## src/rtl/pause_ce_gate.sv

```systemverilog
// rtl/pause_ce_gate.sv - CPU clock-enable gate that freezes the core at an opcode boundary on request.
// Also supports single-frame stepping while frozen and a drain timeout that forces the stop.
module pause_ce_gate #(
  parameter int TIMEOUT_CE = 64,
  parameter int CW         = $clog2(TIMEOUT_CE + 1)
) (
  input  logic clk_sys,
  input  logic reset_n,
  input  logic pause_cpu,
  input  logic step_frame,
  input  logic ce_in,
  input  logic cpu_sync,
  input  logic vblank,
  output logic ce_out,
  output logic paused,
  output logic forced
);

  typedef enum logic [1:0] {
    S_RUN    = 2'd0,
    S_DRAIN  = 2'd1,
    S_PAUSED = 2'd2,
    S_STEP   = 2'd3
  } state_t;

  localparam logic [CW-1:0] CNT_MAX = CW'(TIMEOUT_CE - 1);

  state_t        state_q, state_d;
  logic [CW-1:0] cnt_q, cnt_d;
  logic          paused_q;
  logic          forced_q, forced_d;
  logic          step_last_q;
  logic          vblank_last_q;
  logic          ce_gated;

  logic step_rise;
  logic vblank_rise;
  logic at_max;
  logic freeze_now;

  assign step_rise   = step_frame & ~step_last_q;
  assign vblank_rise = vblank & ~vblank_last_q;
  assign at_max      = (cnt_q == CNT_MAX);
  // The pulse that carries us into PAUSED is swallowed; a withdrawn request lets it through.
  assign freeze_now  = pause_cpu & ce_in & (cpu_sync | at_max);

  always_comb begin
    state_d  = state_q;
    cnt_d    = cnt_q;
    forced_d = forced_q;
    ce_gated = 1'b0;
    case (state_q)
      S_RUN: begin
        ce_gated = ce_in;
        if (pause_cpu) begin
          state_d = S_DRAIN;
          cnt_d   = '0;
        end
      end
      S_DRAIN: begin
        ce_gated = ce_in & ~freeze_now;
        if (!pause_cpu) begin
          state_d = S_RUN;
          cnt_d   = '0;
        end else if (ce_in && cpu_sync) begin
          state_d  = S_PAUSED;
          forced_d = 1'b0;
        end else if (ce_in && at_max) begin
          state_d  = S_PAUSED;
          forced_d = 1'b1;
        end else if (ce_in) begin
          cnt_d = cnt_q + CW'(1);
        end
      end
      S_PAUSED: begin
        if (!pause_cpu) begin
          state_d  = S_RUN;
          forced_d = 1'b0;
        end else if (step_rise) begin
          state_d  = S_STEP;
          forced_d = 1'b0;
        end
      end
      S_STEP: begin
        ce_gated = ce_in;
        if (!pause_cpu) begin
          state_d = S_RUN;
        end else if (vblank_rise) begin
          state_d = S_DRAIN;
          cnt_d   = '0;
        end
      end
      default: begin
        state_d  = S_RUN;
        cnt_d    = '0;
        forced_d = 1'b0;
      end
    endcase
  end

  always_ff @(posedge clk_sys or negedge reset_n) begin
    if (!reset_n) begin
      state_q       <= S_RUN;
      cnt_q         <= '0;
      paused_q      <= 1'b0;
      forced_q      <= 1'b0;
      step_last_q   <= 1'b0;
      vblank_last_q <= 1'b0;
    end else begin
      state_q       <= state_d;
      cnt_q         <= cnt_d;
      paused_q      <= (state_d == S_PAUSED);
      forced_q      <= forced_d;
      step_last_q   <= step_frame;
      vblank_last_q <= vblank;
    end
  end

  assign ce_out = reset_n & ce_gated;
  assign paused = paused_q;
  assign forced = forced_q;

endmodule

```

## config.mk

```make
export PLATFORM = sky130hd
export DESIGN_NAME = pause_ce_gate
export DESIGN_NICKNAME = d
export VERILOG_FILES = /design/src/rtl/pause_ce_gate.sv
export SDC_FILE = /design/constraint.sdc
export NUM_CORES = 1
export LEC_CHECK = 0
export ABC_AREA = 1
export BUFFER_PORTS_ARGS = -buffer_cell sky130_fd_sc_hd__buf_2
export CORE_UTILIZATION = 41
export CTS_CLUSTER_SIZE = 16
export DETAILED_ROUTE_END_ITERATION = 12
export GPL_TIMING_DRIVEN = 0
export HOLD_SLACK_MARGIN = 0.12
export PLACE_DENSITY = 0.67
export SYNTH_ARGS = -nofsm -noshare
export SYNTH_HDL_FRONTEND = slang
export SYNTH_SLANG_ARGS = --single-unit
export TNS_END_PERCENT = 50
```

## constraint.sdc

```tcl
create_clock -name clk_sys -period 4.4 [get_ports clk_sys]
set_input_delay 0.22 -clock clk_sys [delete_from_list [all_inputs] [get_ports clk_sys]]
set_output_delay 0.22 -clock clk_sys [all_outputs]
set_load 0.03 [all_outputs]
```

==> run summary <==
Num CTS Buffers - 3
gr ovfl total - 0
Power, Total - 0.0003912 W
TritonRoute pass-1 iters - 4
final setup fails - 0
final worst path period share - 0.4392
clk slew on worst S/H paths - 0.08 ns
Tightest Pin Transition - 0.3224 ns
core region area - 1962 um^2
total negative slack - 0 ns
root buf cell - clkbuf_4
Worst Path Required - 4.18 ns
Post-synth ARST share - 1.000
CTS tree - yes
# resized after CTS - 0
Worst Hold End - cnt_q[4]$_DFFE_PN0P_
startpoint type of the worst setup path - flop
layout cells sized above 1 - 0.2077
Min-Delay Path Class - input port to flop
vias in the first global route - 632
Remaining DRCs - 0
largest net degree at the start of global routing - 15
hold path depth - 3
cell taking the most area after synthesis - dfrtp_1
EDFF count, synth - 0
Hold Startpoint - pause_cpu
CP Cell Sequence - inv_1 > ha_1 > buf_2 > nand2_1 > a31oi_1 > buf_2
final max-slew violation count - 0
r2r setup slk - 2.83 ns
unrepaired setup endpoints after global routing - false
Setup CP Type - flop to output pin
synth warn - 0
First DRT Iteration DRCs - 22
Ant. Diodes - 0
Worst path slowest cell - dfrtp_1
CTS sink cnt - 13
Reg-to-Reg End - cnt_q[2]$_DFFE_PN0P_
list of most frequent post-synthesis cells - nand2_1 (33), inv_1 (15), dfrtp_1 (13)
Max Freq - 517.5 MHz
Starting Density - 0.4369
worst path arrival time - 1.71 ns
Cell Rows - 16
Synth cell types - 21
Vias/cell - 4.790
area of the die - 2277 um^2
wire per inst - 10.83 um
IO Pins - 10
PwrDens - 394.2 nW/um^2
Post-Syn Area - 857.1 um^2
DP HPWL - 1333 um
Area contributors post-synth - dfrtp_1 (38%), nand2_1 (14%), ha_1 (8.8%)
initial antenna violation count - 0
fin nets - 144
synthesized area per cell - 7.518 um^2
I/O Buffers - 9
Yosys reg bits - 13
fin crit period - 1.932 ns
Worst Skew - 0.007563 ns
most frequent cell after synthesis - nand2_1
Routed Antenna Nets - 0
via count - 752
synthesis-to-layout area growth - 15.77%
Max rail drop VDD - 0.0001973 V
ys flop type - dfrtp_1
CP Capture Type - output pin
largest stage delay on the critical path - 0.42 ns
post-synthesis instance total - 114
GRT Overall Usage - 0.1709
CP most frequent cell - buf_2
non-filler instance count after layout - 157
die width - 47.72 um
H-tree lvl count - 1
top cell type's share of synthesized area - 0.3796
outcome - completed
Die Ht - 47.72 um
# placed instances - 150
CTS Buffer Depth - 2
Worst slew margin - 0.7850
drt total wl - 1701 um
gpl congestion - 0.8835
first-pass GRT wire length - 2608 um
leakage - 0.5171 nW
Crit Path Max Fanout - 9
maxcap violations - 0
post-synthesis sequential area ratio - 0.3796
worst skew pair latency - 0.28 ns
worst r2r src - state_q[1]$_DFF_PN0_
final hold vios - 0
Mapped Nets - 127
Reg2Reg Depth - 9
## what timing repair did
action | CTS | global route
hold endpoints to repair | 15 | 0
setup endpoints to repair | 0 | 0
buffers inserted | 0 | 0
hold buffers | 3 | 0
## worst max-delay path by stage
stage	start	endpoint	slack, ns	cells past startpoint
finish	state_q[1]$_DFF_PN0_	ce_out	2.47	6
CTS	state_q[1]$_DFF_PN0_	ce_out	2.49	6
global route	state_q[0]$_DFF_PN0_	ce_out	2.36	6
detailed placement	state_q[1]$_DFF_PN0_	ce_out	2.80	6
global placement	state_q[1]$_DFF_PN0_	ce_out	2.83	6
floorplan	state_q[1]$_DFF_PN0_	ce_out	2.77	5
## state kept, by name, indices dropped and copies added (netlist names)
register	count
step_last_q	1
state_q	2
forced	1
paused	1
cnt_q	7
vblank_last_q	1
## cell families after synthesis
group | synth area share
AO/OA/AOI/OAI | 0.1051
adder cells (fa/ha/maj) | 0.08759
buffers and inverters | 0.07590
flip-flops | 0.3796
AND/OR/NAND/NOR | 0.3518
## worst max-delay path, delay by kind of cell (launching register included)
family | cells | cell delay [ns]
buffers and inverters | 3 | 0.56
flip-flops | 1 | 0.42
AO/OA/AOI/OAI | 1 | 0.19
adder cells (fa/ha/maj) | 1 | 0.15
AND/OR/NAND/NOR | 1 | 0.10
## where the power goes
| part | internal (W) | total (W) | switching (W) | leakage [nW] |
|---|---|---|---|---|
| logic | 0.0000579 | 0.000172 | 0.000114 | 0.330 |
| registers | 0.000134 | 0.000145 | 0.0000113 | 0.173 |
| clock network | 0.0000351 | 0.0000742 | 0.0000390 | 0.0150 |
| total | 0.000227 | 0.000391 | 0.000165 | 0.517 |
## per-stage QoR
step | setup slack, ns | cell area (um^2) | util | hold slack [ns]
2_1_floorplan | 2.769 | 857.1 | - | -0.07559
3_3_place_gp | 2.828 | 935.9 | 0.4770 | 0.1335
3_5_place_dp | 2.800 | 935.9 | 0.4770 | 0.1402
4_1_cts | 2.488 | 992.2 | 0.5057 | 0.2726
5_1_grt | 2.362 | 992.2 | 0.5057 | 0.3035
6_report | 2.468 | 992.2 | 0.5057 | 0.2745
## layout make-up
cell class | instances | area [um^2]
fill | 207 | 969.7
sequential | 13 | 325.3
timing repair buffer | 12 | 75.07
multi-input combinational | 84 | 466.7
tap | 27 | 33.78
clock buffer | 4 | 26.28
buffer | 1 | 5.005
inverter | 16 | 60.06
## per-layer routing
metal / routed length, um / up-vias / GRT usage
met4: 33 / 0 / 0.1056
li1: - / 399 / -
met1: 799 / 328 / 0.2014
met3: 65 / 6 / 0.04151
met5: 0 / - / 0
met2: 802 / 19 / 0.2784
## layout by cell type, fill, tap and decap left out, drive strengths merged, types with 4 or more instances in the layout
master,netlist,routed
nand3,14,14
inv,16,16
o21ai,10,10
clkbuf,0,4
nand2,35,35
nor2,9,9
ha,6,6
buf,1,10
dfrtp,13,13
(Power assumes the default switching activity.)
